$ cat src/rtl/uart_echo_pkg.sv
// Shared types, default constants and the sample filter for the UART echo block.
package uart_echo_pkg;

    typedef enum logic [1:0] {
        WAIT_HEADER = 2'd0,
        WAIT_DATA   = 2'd1,
        SEND        = 2'd2
    } state_t;

    localparam logic [7:0]  DEFAULT_HEADER_BYTE  = 8'hAA;
    localparam logic [7:0]  DEFAULT_CLIP_LEVEL   = 8'd200;
    localparam int unsigned DEFAULT_CLKS_PER_BIT = 434;

    // Button A clips to the ceiling and wins over button B, which halves the sample.
    function automatic logic [7:0] filter_sample(input logic [7:0] sample,
                                                 input logic       btn_a,
                                                 input logic       btn_b,
                                                 input logic [7:0] clip);
        logic [7:0] res;
        if (btn_a) begin
            res = (sample > clip) ? clip : sample;
        end else if (btn_b) begin
            res = {1'b0, sample[7:1]};
        end else begin
            res = sample;
        end
        return res;
    endfunction

endpackage

$ cat src/rtl/uart_rx_core.sv
// 8N1 UART receiver, LSB first, centre sampling; rx_dv_o pulses one clock per good byte.
module uart_rx_core import uart_echo_pkg::*; #(
    parameter int unsigned CLKS_PER_BIT = DEFAULT_CLKS_PER_BIT
) (
    input  logic       clk_i,
    input  logic       rst_ni,
    input  logic       rx_i,
    output logic       rx_dv_o,
    output logic [7:0] rx_byte_o
);
    localparam int unsigned CntW = $clog2(CLKS_PER_BIT);
    localparam logic [CntW-1:0] FullBit = CntW'(CLKS_PER_BIT - 1);
    localparam logic [CntW-1:0] HalfBit = CntW'(CLKS_PER_BIT / 2 - 1);

    typedef enum logic [1:0] {RxIdle, RxStart, RxData, RxStop} rx_state_e;

    rx_state_e       st_q;
    logic [CntW-1:0] cnt_q;
    logic [2:0]      bit_idx_q;
    logic [7:0]      shift_q;
    logic            rx_dv_q;
    logic [7:0]      rx_byte_q;

    // Frame FSM: start re-check at half bit, then one sample per bit centre.
    always_ff @(posedge clk_i or negedge rst_ni) begin
        if (!rst_ni) begin
            st_q      <= RxIdle;
            cnt_q     <= '0;
            bit_idx_q <= '0;
            shift_q   <= '0;
            rx_dv_q   <= 1'b0;
            rx_byte_q <= '0;
        end else begin
            rx_dv_q <= 1'b0;
            unique case (st_q)
                RxIdle: begin
                    cnt_q     <= '0;
                    bit_idx_q <= '0;
                    if (!rx_i) st_q <= RxStart;
                end
                RxStart: begin
                    if (cnt_q == HalfBit) begin
                        cnt_q <= '0;
                        st_q  <= rx_i ? RxIdle : RxData;
                    end else begin
                        cnt_q <= cnt_q + 1'b1;
                    end
                end
                RxData: begin
                    if (cnt_q == FullBit) begin
                        cnt_q     <= '0;
                        shift_q   <= {rx_i, shift_q[7:1]};
                        bit_idx_q <= bit_idx_q + 1'b1;
                        if (bit_idx_q == 3'd7) st_q <= RxStop;
                    end else begin
                        cnt_q <= cnt_q + 1'b1;
                    end
                end
                RxStop: begin
                    if (cnt_q == FullBit) begin
                        cnt_q <= '0;
                        st_q  <= RxIdle;
                        // Low stop bit is a framing error: drop the byte silently.
                        if (rx_i) begin
                            rx_dv_q   <= 1'b1;
                            rx_byte_q <= shift_q;
                        end
                    end else begin
                        cnt_q <= cnt_q + 1'b1;
                    end
                end
                default: st_q <= RxIdle;
            endcase
        end
    end

    assign rx_dv_o   = rx_dv_q;
    assign rx_byte_o = rx_byte_q;

endmodule

$ cat src/rtl/uart_tx_core.sv
// 8N1 UART transmitter, LSB first; requests arriving while busy are ignored.
module uart_tx_core import uart_echo_pkg::*; #(
    parameter int unsigned CLKS_PER_BIT = DEFAULT_CLKS_PER_BIT
) (
    input  logic       clk_i,
    input  logic       rst_ni,
    input  logic       tx_dv_i,
    input  logic [7:0] tx_byte_i,
    output logic       tx_active_o,
    output logic       tx_o
);
    localparam int unsigned CntW = $clog2(CLKS_PER_BIT);
    localparam logic [CntW-1:0] FullBit = CntW'(CLKS_PER_BIT - 1);

    typedef enum logic [1:0] {TxIdle, TxStart, TxData, TxStop} tx_state_e;

    tx_state_e       st_q;
    logic [CntW-1:0] cnt_q;
    logic [2:0]      bit_idx_q;
    logic [7:0]      shift_q;
    logic            active_q;
    logic            tx_q;

    // Frame FSM with registered line output; active stays high through the stop bit.
    always_ff @(posedge clk_i or negedge rst_ni) begin
        if (!rst_ni) begin
            st_q      <= TxIdle;
            cnt_q     <= '0;
            bit_idx_q <= '0;
            shift_q   <= '0;
            active_q  <= 1'b0;
            tx_q      <= 1'b1;
        end else begin
            unique case (st_q)
                TxIdle: begin
                    tx_q  <= 1'b1;
                    cnt_q <= '0;
                    if (tx_dv_i) begin
                        shift_q  <= tx_byte_i;
                        tx_q     <= 1'b0;
                        active_q <= 1'b1;
                        st_q     <= TxStart;
                    end
                end
                TxStart: begin
                    if (cnt_q == FullBit) begin
                        cnt_q     <= '0;
                        bit_idx_q <= '0;
                        tx_q      <= shift_q[0];
                        st_q      <= TxData;
                    end else begin
                        cnt_q <= cnt_q + 1'b1;
                    end
                end
                TxData: begin
                    if (cnt_q == FullBit) begin
                        cnt_q <= '0;
                        if (bit_idx_q == 3'd7) begin
                            tx_q <= 1'b1;
                            st_q <= TxStop;
                        end else begin
                            shift_q   <= {1'b0, shift_q[7:1]};
                            tx_q      <= shift_q[1];
                            bit_idx_q <= bit_idx_q + 1'b1;
                        end
                    end else begin
                        cnt_q <= cnt_q + 1'b1;
                    end
                end
                TxStop: begin
                    if (cnt_q == FullBit) begin
                        cnt_q    <= '0;
                        active_q <= 1'b0;
                        st_q     <= TxIdle;
                    end else begin
                        cnt_q <= cnt_q + 1'b1;
                    end
                end
                default: st_q <= TxIdle;
            endcase
        end
    end

    assign tx_active_o = active_q;
    assign tx_o        = tx_q;

endmodule

$ cat src/rtl/uart_echo_colorlight_i9.sv
// Colorlight i9 top: receives header+sample frames, filters the sample, echoes it back.
module uart_echo_colorlight_i9 import uart_echo_pkg::*; #(
    parameter int unsigned CLK_FREQ     = 50_000_000,
    parameter int unsigned BAUD_RATE    = 115_200,
    parameter int unsigned CLKS_PER_BIT = (CLK_FREQ + BAUD_RATE / 2) / BAUD_RATE,
    parameter logic [7:0]  HEADER_BYTE  = DEFAULT_HEADER_BYTE,
    parameter logic [7:0]  CLIP_LEVEL   = DEFAULT_CLIP_LEVEL,
    parameter int unsigned RST_CYCLES   = 256
) (
    input  logic clk_50mhz,
    input  logic reset_n,
    input  logic uart_rx,
    output logic uart_tx,
    input  logic botao_a,
    input  logic botao_b
);
    localparam int unsigned RstW = $clog2(RST_CYCLES + 1);

    logic [RstW-1:0] rst_cnt_q;
    logic            core_rst_n_q;
    logic [1:0]      rx_sync_q;
    logic [1:0]      a_sync_q;
    logic [1:0]      b_sync_q;

    state_t     state_q;
    logic       tx_dv_q;
    logic [7:0] tx_byte_q;

    // Names kept at top level for monitoring.
    state_t     state;
    logic       rx_dv;
    logic [7:0] rx_byte;
    logic       tx_dv;
    logic [7:0] tx_byte;
    logic       tx_active;

    // Reset stretcher: asserts with reset_n, releases synchronously RST_CYCLES clocks later.
    always_ff @(posedge clk_50mhz or negedge reset_n) begin
        if (!reset_n) begin
            rst_cnt_q    <= '0;
            core_rst_n_q <= 1'b0;
        end else begin
            if (rst_cnt_q != RstW'(RST_CYCLES)) rst_cnt_q <= rst_cnt_q + 1'b1;
            core_rst_n_q <= (rst_cnt_q == RstW'(RST_CYCLES));
        end
    end

    // Two-flop synchronisers for the asynchronous inputs; RX idles high.
    always_ff @(posedge clk_50mhz or negedge reset_n) begin
        if (!reset_n) begin
            rx_sync_q <= 2'b11;
            a_sync_q  <= 2'b00;
            b_sync_q  <= 2'b00;
        end else begin
            rx_sync_q <= {rx_sync_q[0], uart_rx};
            a_sync_q  <= {a_sync_q[0], botao_a};
            b_sync_q  <= {b_sync_q[0], botao_b};
        end
    end

    uart_rx_core #(
        .CLKS_PER_BIT(CLKS_PER_BIT)
    ) u_rx (
        .clk_i    (clk_50mhz),
        .rst_ni   (core_rst_n_q),
        .rx_i     (rx_sync_q[1]),
        .rx_dv_o  (rx_dv),
        .rx_byte_o(rx_byte)
    );

    uart_tx_core #(
        .CLKS_PER_BIT(CLKS_PER_BIT)
    ) u_tx (
        .clk_i      (clk_50mhz),
        .rst_ni     (core_rst_n_q),
        .tx_dv_i    (tx_dv),
        .tx_byte_i  (tx_byte),
        .tx_active_o(tx_active),
        .tx_o       (uart_tx)
    );

    // Frame FSM: header, then sample (filtered and latched), then one echo request.
    always_ff @(posedge clk_50mhz or negedge core_rst_n_q) begin
        if (!core_rst_n_q) begin
            state_q   <= WAIT_HEADER;
            tx_dv_q   <= 1'b0;
            tx_byte_q <= '0;
        end else begin
            tx_dv_q <= 1'b0;
            unique case (state_q)
                WAIT_HEADER: begin
                    if (rx_dv && (rx_byte == HEADER_BYTE)) state_q <= WAIT_DATA;
                end
                WAIT_DATA: begin
                    if (rx_dv) begin
                        tx_byte_q <= filter_sample(rx_byte, a_sync_q[1], b_sync_q[1], CLIP_LEVEL);
                        state_q   <= SEND;
                    end
                end
                SEND: begin
                    if (!tx_active) begin
                        tx_dv_q <= 1'b1;
                        state_q <= WAIT_HEADER;
                    end
                end
                default: state_q <= WAIT_HEADER;
            endcase
        end
    end

    assign state   = state_q;
    assign tx_dv   = tx_dv_q;
    assign tx_byte = tx_byte_q;

endmodule

$ cat config.mk
export PLATFORM = sky130hd
export DESIGN_NAME = uart_echo_colorlight_i9
export DESIGN_NICKNAME = d
export VERILOG_FILES = /design/src/rtl/uart_echo_pkg.sv /design/src/rtl/uart_rx_core.sv /design/src/rtl/uart_tx_core.sv /design/src/rtl/uart_echo_colorlight_i9.sv
export SDC_FILE = /design/constraint.sdc
export NUM_CORES = 1
export LEC_CHECK = 0
export ABC_AREA = 1
export CORE_UTILIZATION = 50
export DETAILED_ROUTE_END_ITERATION = 8
export GPL_TIMING_DRIVEN = 0
export HOLD_SLACK_MARGIN = 0.06
export PLACE_DENSITY = 0.65
export SETUP_SLACK_MARGIN = 0.05
export SLEW_MARGIN = 5
export SYNTH_ARGS = -nofsm -noshare
export SYNTH_HDL_FRONTEND = slang
export SYNTH_HIERARCHICAL = 1
export SYNTH_SLANG_ARGS = --single-unit
export TNS_END_PERCENT = 20
$ cat constraint.sdc
create_clock -name clk_50mhz -period 6.28 [get_ports clk_50mhz]
set_input_delay 0.628 -clock clk_50mhz [delete_from_list [all_inputs] [get_ports clk_50mhz]]
set_output_delay 0.628 -clock clk_50mhz [all_outputs]
set_load 0.005 [all_outputs]
==> results.yml, run 1 <==
status:
  outcome: "complete, no violations"
logic_synthesis:
  ys_seq_elements: 82
  seq_area_frac_synth: 0.499
  netlist_area_sq_um: 4120
  avgSynthCellArea_sq_um: 9.06
  syn_nets: 477
  synthCells: 455
  ys_warn_count: 6
  yosysUniqueCellTypes: 39
route:
  vias: 2888
  wirelength_microns: 6710
  vias_per_cell: 5.00
  drtIter0Drc: 122
  detail_route.first_pass.iterations: 4
  detail-route-antenna-nets: 0
  wl_per_cell_microns: 11.6
  drc: 0
clock_tree:
  h-tree-depth: 3
  clk_pin_slew_ns: 0.09
  post_cts_buffers: 0
  cts_tree: "built"
  clockBufferDepth: 2
  hold_buffers: 0
  clock_latency_ns: 0.35
  cts.sinks: 82
  post_cts_resize_count: 0
  cts_buffers: 9
  root_buffer: "clkbuf_8"
hold_path:
  worstHoldPathType: "register to register"
power_and_ir_drop:
  seqPwrFrac: 0.543
  swShare: 0.209
  ir_drop_uv: 118
  p_int_w: 0.000775
  pwr_density_cell_nw_per_um2: 216
  p_leak_nw: 2.14
  clkPwrFrac: 0.448
  combPwrFrac: 0.010
  power_switching_w: 0.000205
timing:
  fmax_mhz: 504
  worst-slew-pin-transition_ns: 0.853
  tns_ns: 0
  setup_violations: 0
  rsz0062_at_grt: "no"
  drv_slew: 0
  finalHoldViolCount: 0
  fin_skew_ns: 0.0114
  relSlewSlack: 0.431
  finalCriticalPeriod_ns: 1.98
  post-route-period-util: 0.316
worst_setup_path:
  crit_slowest_cell: "dfstp_2"
  end_kind: "output port"
  critical_path.max_stage_delay_ns: 0.53
  path_buf_inv: 1
  timing.rr.start: "u_tx/st_q[0]"
  worstRegToRegCells: 9
  crit_fanout: 2
  critPathLaunch: "u_tx/tx_o"
  cp-endpoint: "uart_tx"
  crit_arrival_ns: 1.36
  criticalPathCategory: "register to output port"
  cp_top_family: "flip-flops"
  r2r_slack_ns: 4.48
  worstPathCellList: "clkdlybuf4s50_1"
  critical_path_depth: 1
  critical_path_required_ns: 5.65
  r2r_end: "u_tx/shift_q[6]"
  cp-start-kind: "register"
grt:
  grt_max_degree: 67
  grt_remaining_overflow: 0
  track_usage: 0.179
  grt_pass1_vias: 2820
  grt_pass1_wl_microns: 12400
  grt_antenna_before_repair: 0
cells_and_area:
  final_nets: 493
  areaGrowthSynthToFinish_pct: 10.1
  drive_above_1_share: 0.183
  antenna-diode-count: 0
  fin_cells: 578
floorplan:
  start_util: 0.525
  die_w_microns: 92.8
  dieArea_sq_um: 8610
  num_rows: 32
  io_pins: 6
  coreArea_sq_um: 7850
  fp.dieH_microns: 92.8
placed_design:
  dp_cells: 562
  port-buffer-count: 5
  gp_congestion: 0.786
  dp_hpwl_microns: 4690
flow_run:
  cap_violations: 0
## area by class of cell
| cell class | count | area, sq um |
|---|---|---|
| fill | 702 | 3310 |
| sequential | 82 | 2060 |
| multi-input combinational | 316 | 1810 |
| inverter | 50 | 193 |
| clock buffer | 10 | 138 |
| tap | 102 | 128 |
| clock inverter | 6 | 97.6 |
| buffer | 7 | 58.8 |
| timing repair buffer | 5 | 50.0 |
## worst reg2reg max path, delay by kind of cell (launching register included)
family,cells,cell delay [ns]
buffers and inverters,3,0.38
AND/OR/NAND/NOR,3,0.47
AO/OA/AOI/OAI,2,0.16
adder cells (fa/ha/maj),1,0.26
flip-flops,1,0.45
## how the worst min path moves through the flow
stage / start / cells after the start / endpoint
6_report: b_sync_q[0] / 0 / b_sync_q[1]
5_1_grt: b_sync_q[0] / 0 / b_sync_q[1]
4_1_cts: b_sync_q[0] / 0 / b_sync_q[1]
3_5_place_dp: b_sync_q[0] / 0 / b_sync_q[1]
3_3_place_gp: a_sync_q[0] / 0 / a_sync_q[1]
2_1_floorplan: reset_n / 0 / a_sync_q[0]
## flip-flops by register name, summed over array words and instances, names as in the netlist, 3 cells and up, named ones only
| signal | count |
|---|---|
| rst_cnt_q | 9 |
| u_rx/cnt_q | 9 |
| u_tx/cnt_q | 9 |
| tx_byte | 8 |
| u_rx/rx_byte_o | 8 |
| u_rx/shift_q | 8 |
| u_tx/shift_q | 8 |
| u_rx/bit_idx_q | 3 |
| u_tx/bit_idx_q | 3 |
## power by group through the flow
stage | registers [W] | logic [W] | clock network, W
floorplan | 0.000542 | 0.00000446 | 0
global placement | 0.000542 | 0.00000950 | 0
detailed placement | 0.000542 | 0.00000975 | 0
CTS | 0.000531 | 0.00000991 | 0.000452
global route | 0.000532 | 0.0000109 | 0.000475
finish | 0.000531 | 0.00000967 | 0.000438
## per-stage QoR
step           instance area, sq um  hold WS [ns]  total power, W  worst slack, ns  utilization
2_1_floorplan                  4120         0.331        0.000546             4.25            -
3_3_place_gp                   4300         0.333        0.000551             3.48        0.548
3_5_place_dp                   4300         0.336        0.000552             4.48        0.548
4_1_cts                        4540         0.357        0.000994             4.28        0.578
5_1_grt                        4540         0.366         0.00102             4.25        0.578
6_report                       4540         0.350        0.000979             4.30        0.578
## routing by layer
metal  up-vias  GRT usage  part of all wire
li1       1493          -                 -
met2        30      0.299              0.47
met4         0     0.0474            0.0083
met1      1359      0.235              0.50
met5         -          0                 0
met3         6     0.0419             0.026
## synthesized netlist by cell type
master	number	share of area
inv_1	40	0.036
dfrtp_1	79	0.48
nand2_4	3	0.0082
o21bai_1	1	0.0018
a21boi_0	1	0.0018
a21oi_2	1	0.0021
nand3_2	3	0.0073
o31ai_1	1	0.0018
nand2_2	9	0.014
nand4_1	7	0.011
nor4_2	1	0.0030
o21ai_0	16	0.019
a21oi_1	8	0.0097
nand4_4	1	0.0052
buf_6	3	0.0082
nor2_1	40	0.036
nor3_1	7	0.0085
nor3b_2	2	0.0061
or2_2	1	0.0015
inv_6	1	0.0021
nand3_4	1	0.0043
mux2i_1	6	0.015
buf_2	2	0.0024
ha_1	17	0.052
xor2_1	7	0.015
nand3_1	20	0.024
nor2_4	2	0.0055
buf_4	2	0.0036
o21ai_2	18	0.038
inv_2	9	0.0082
xnor2_1	5	0.011
a21oi_4	1	0.0039
dfstp_2	3	0.019
nor2_2	7	0.011
nand2_1	117	0.11
or2_1	2	0.0030
o21ai_1	9	0.011
o211ai_1	1	0.0018
o21a_1	1	0.0018
## placed cells by master (no fill, tap or decap), types with 2 or more instances in the layout
cell,count
ha_1,17
bufinv_16,2
clkinv_4,2
o21ai_2,18
nor2_4,2
nor2_1,40
inv_6,2
nand4_1,7
o21ai_0,16
nor3_1,7
buf_2,2
nand2_4,3
nand3_1,20
nand2_1,117
inv_2,9
nor3b_2,2
dfrtp_1,78
buf_6,3
nand2_2,9
xnor2_1,5
nand3_2,3
inv_1,40
or2_1,2
clkbuf_8,10
dfstp_2,3
nor2_2,7
o21ai_1,9
a21oi_1,8
xor2_1,7
mux2i_1,6
clkdlybuf4s50_1,5
buf_4,2
## kinds of logic (layout without fill, tap and decap cells)
| family | after synthesis | in the layout | share of synthesized area |
|---|---|---|---|
| mux | 6 | 6 | 0.0146 |
| compound gates | 58 | 58 | 0.0935 |
| buf+inv | 57 | 78 | 0.0610 |
| flops | 82 | 82 | 0.499 |
| simple gates | 223 | 223 | 0.255 |
| xor+xnor | 12 | 12 | 0.0255 |
| fa+ha+maj | 17 | 17 | 0.0516 |
No activity file was read; power rests on OpenSTA's default activity.
==> run 2, diff against run 1 <==
Clock period 6.28 ns to 2.1 ns, I/O delays scaled along.
==> results of run 2 <==
The final DEF is identical to that of run 1. Status: complete, no violations.
Main changes from that run: setup slack after placement 4.48 ns -> 0.297 ns; setup slack after layout 4.30 ns -> 0.295 ns; hold slack 0.350 ns -> 0.276 ns; start point of the critical path u_tx/tx_o -> u_tx/st_q[0]; end point of the critical path uart_tx -> u_tx/shift_q[6]; register-to-register setup slack 4.48 ns -> 0.30 ns; total power 0.000979 W -> 0.00293 W; worst IR drop on VDD 118 uV -> 354 uV
==> variant, RTL diff (flow settings as in run 2) <==
Re-encode `tx_state_e` (4 states) as one-hot, 4 bits wide.
--- a/src/rtl/uart_tx_core.sv
+++ b/src/rtl/uart_tx_core.sv
@@ -12,7 +12,7 @@
     localparam int unsigned CntW = $clog2(CLKS_PER_BIT);
     localparam logic [CntW-1:0] FullBit = CntW'(CLKS_PER_BIT - 1);
 
-    typedef enum logic [1:0] {TxIdle, TxStart, TxData, TxStop} tx_state_e;
+    typedef enum logic [3:0] {TxIdle = 4'b0001, TxStart = 4'b0010, TxData = 4'b0100, TxStop = 4'b1000} tx_state_e;
 
     tx_state_e       st_q;
     logic [CntW-1:0] cnt_q;
Behaviour: same outputs for any inputs over 10 cycles, from zero or initial values and one cycle with reset_n low; not proved beyond that.
==> variant against run 2 <==
Worst setup slack better by 0.22 ns; sequential power up 3%; power down 2.9%; final area up 3.9%; sequential cell count up 2; area after synthesis up 4.2%; wire length up 8.9%; core utilization down 0.75 points.
==> variant: results (changes against run 2) <==
Outcome
  – Status: finished, final reports clean

Finish
  – Final nets: 545 (+11%)
  – ANT cells: 0 (unchanged)
  – Largest registers: rst_cnt_q: 9 flops, u_rx/cnt_q: 9 flops, u_tx/cnt_q: 9 flops
  – Layout cells sized above 1: 0.170 (-0.0124)

Placement
  – Gpl congestion: 0.794 (+1.1%)
  – Dpl ws: 0.516 ns (+0.220 ns)
  – DP HPWL: 5.40 mm (+15%)
  – IO Port Bufs: 5 (unchanged)

CTS
  – CTS Root Cell: clkbuf_8
  – Clk slew on worst S/H paths: 0.09 ns (about the same)
  – Longest Clk Path Bufs: 2 (unchanged)
  – Setup bufs post-CTS: 0 (unchanged)
  – CTS Buf Count: 9 (unchanged)
  – Post-CTS Resized: 0 (unchanged)
  – Htree depth: 3 (unchanged)
  – Clk_lat worst skew: 0.35 ns (about the same)

Routing
  – Vias per cell: 4.94 (-1.2%)
  – WL per Instance: 11.4 um (-1.5%)
  – DR iter-0 viols: 137 (+12%)
  – Drt pass-1 iters: 4 (unchanged)

Global routing
  – Vias in the first global route: 3,163 (+12%)
  – Antenna violations before repair: 0 (unchanged)
  – Global-route wire length before repair: 13.5 mm (+8.5%)
  – Pin count of the biggest net entering global routing: 57 (-15%)
  – GRT Resource Usage Total: 0.190 (+0.0107)

Synth
  – Area contributors post-synth: dfrtp_1, nand2_1, inv_1
  – Top_reg_cell synth: dfrtp_1
  – Unique cell type count in the Yosys netlist: 36 (-7.7%)
  – Synthesis Warnings: 6 (unchanged)
  – Synth cell count leaders: nand2_1, dfrtp_1, inv_1, nor2_1, nand3_1
  – Asr flop ratio synth: 1.00 (unchanged)
  – Post-synthesis net count: 528 (+11%)
  – Seq/Total Area, Yosys: 0.491 (-0.00826)

Worst setup path
  – FF-to-FF setup slack: 0.51 ns (+0.22 ns)
  – CP delay by family, top: simple AND/OR/NAND/NOR gates
  – Worst Reg-to-Reg Cells: 10 (+1)
  – Critical R2R Launch: u_rx/cnt_q[1]
  – Slowest-stage cell, CP: dfrtp_1
  – Worst setup path end: u_rx/rx_byte_o[0]
  – Crit-path max FO: 10 (unchanged)
  – Slowest stage delay, CP: 0.40 ns (-0.05 ns)
  – CP arrival: 1.83 ns (-0.22 ns)
  – Critical path startpoint: u_rx/cnt_q[1]

STA
  – Worst clock skew: 0.0115 ns (+0.00000900 ns)
  – Slew margin rel.: 0.557 (+0.126)
  – FMAX: 631 MHz (+14%)

Worst hold path
  – Worst Hold Class: register to asynchronous set/reset pin

Pwr
  – Leakage: 2.30 nW (+7.5%)
  – Worst vdd ir: 333 uV (-5.9%)
==> variant: cell types whose count changed in the layout (fill, tap and decap cells not counted), sizes merged, moves of 3 or more <==
cell and delta:
nand2 +51, nand3 +11, inv +10, ha -6, mux2i -6, nor3 -3
==> variant: power by group <==
part           switching (W)  internal [W]
Combinational      0.0000171     0.0000117
Sequential        0.00000291       0.00162
Clock               0.000617      0.000571
Total               0.000637       0.00221
==> variant: layout make-up <==
cell class / instances / area, um2
clock buffer: 9 / 124
inverter: 58 / 223
timing repair buffer: 6 / 77.6
tap: 105 / 131
multi-input combinational: 363 / 1910
buffer: 7 / 55.1
clock inverter: 7 / 81.3
sequential: 84 / 2110
fill: 761 / 3550
==> variant: per-stage QoR <==
step	area (um2)	cells
2_1_floorplan	4300	512
3_3_place_gp	4480	622
3_5_place_dp	4510	623
4_1_cts	4710	639
5_1_grt	4710	639
6_report	4710	639
==> variant: worst min path at each step <==
stage                       from               to  slack (ns)
finish              core_rst_n_q  u_rx/shift_q[5]        0.18
CTS                 core_rst_n_q  u_rx/shift_q[5]        0.19
floorplan                reset_n      a_sync_q[0]       -0.09
global route        core_rst_n_q  u_rx/shift_q[5]        0.21
detailed placement  core_rst_n_q  u_rx/shift_q[5]        0.18
global placement     a_sync_q[0]      a_sync_q[1]        0.33
==> variant: per-layer routing <==
layer	routed length, um	vias to the layer above	track usage
met5	0	-	0
li1	-	1651	-
met4	87	0	0.0732
met2	3480	25	0.327
met1	3610	1467	0.240
met3	135	11	0.0306
==> variant: cells by family after synthesis <==
kind of cell	after synthesis	share of synthesized area
and+or+nand+nor	284	0.307
adders and majority gates	11	0.0321
AOI/OAI and AO/OA	57	0.0828
DFF	84	0.491
xor gates and xnor gates	11	0.0224
buffers and inverters	65	0.0647
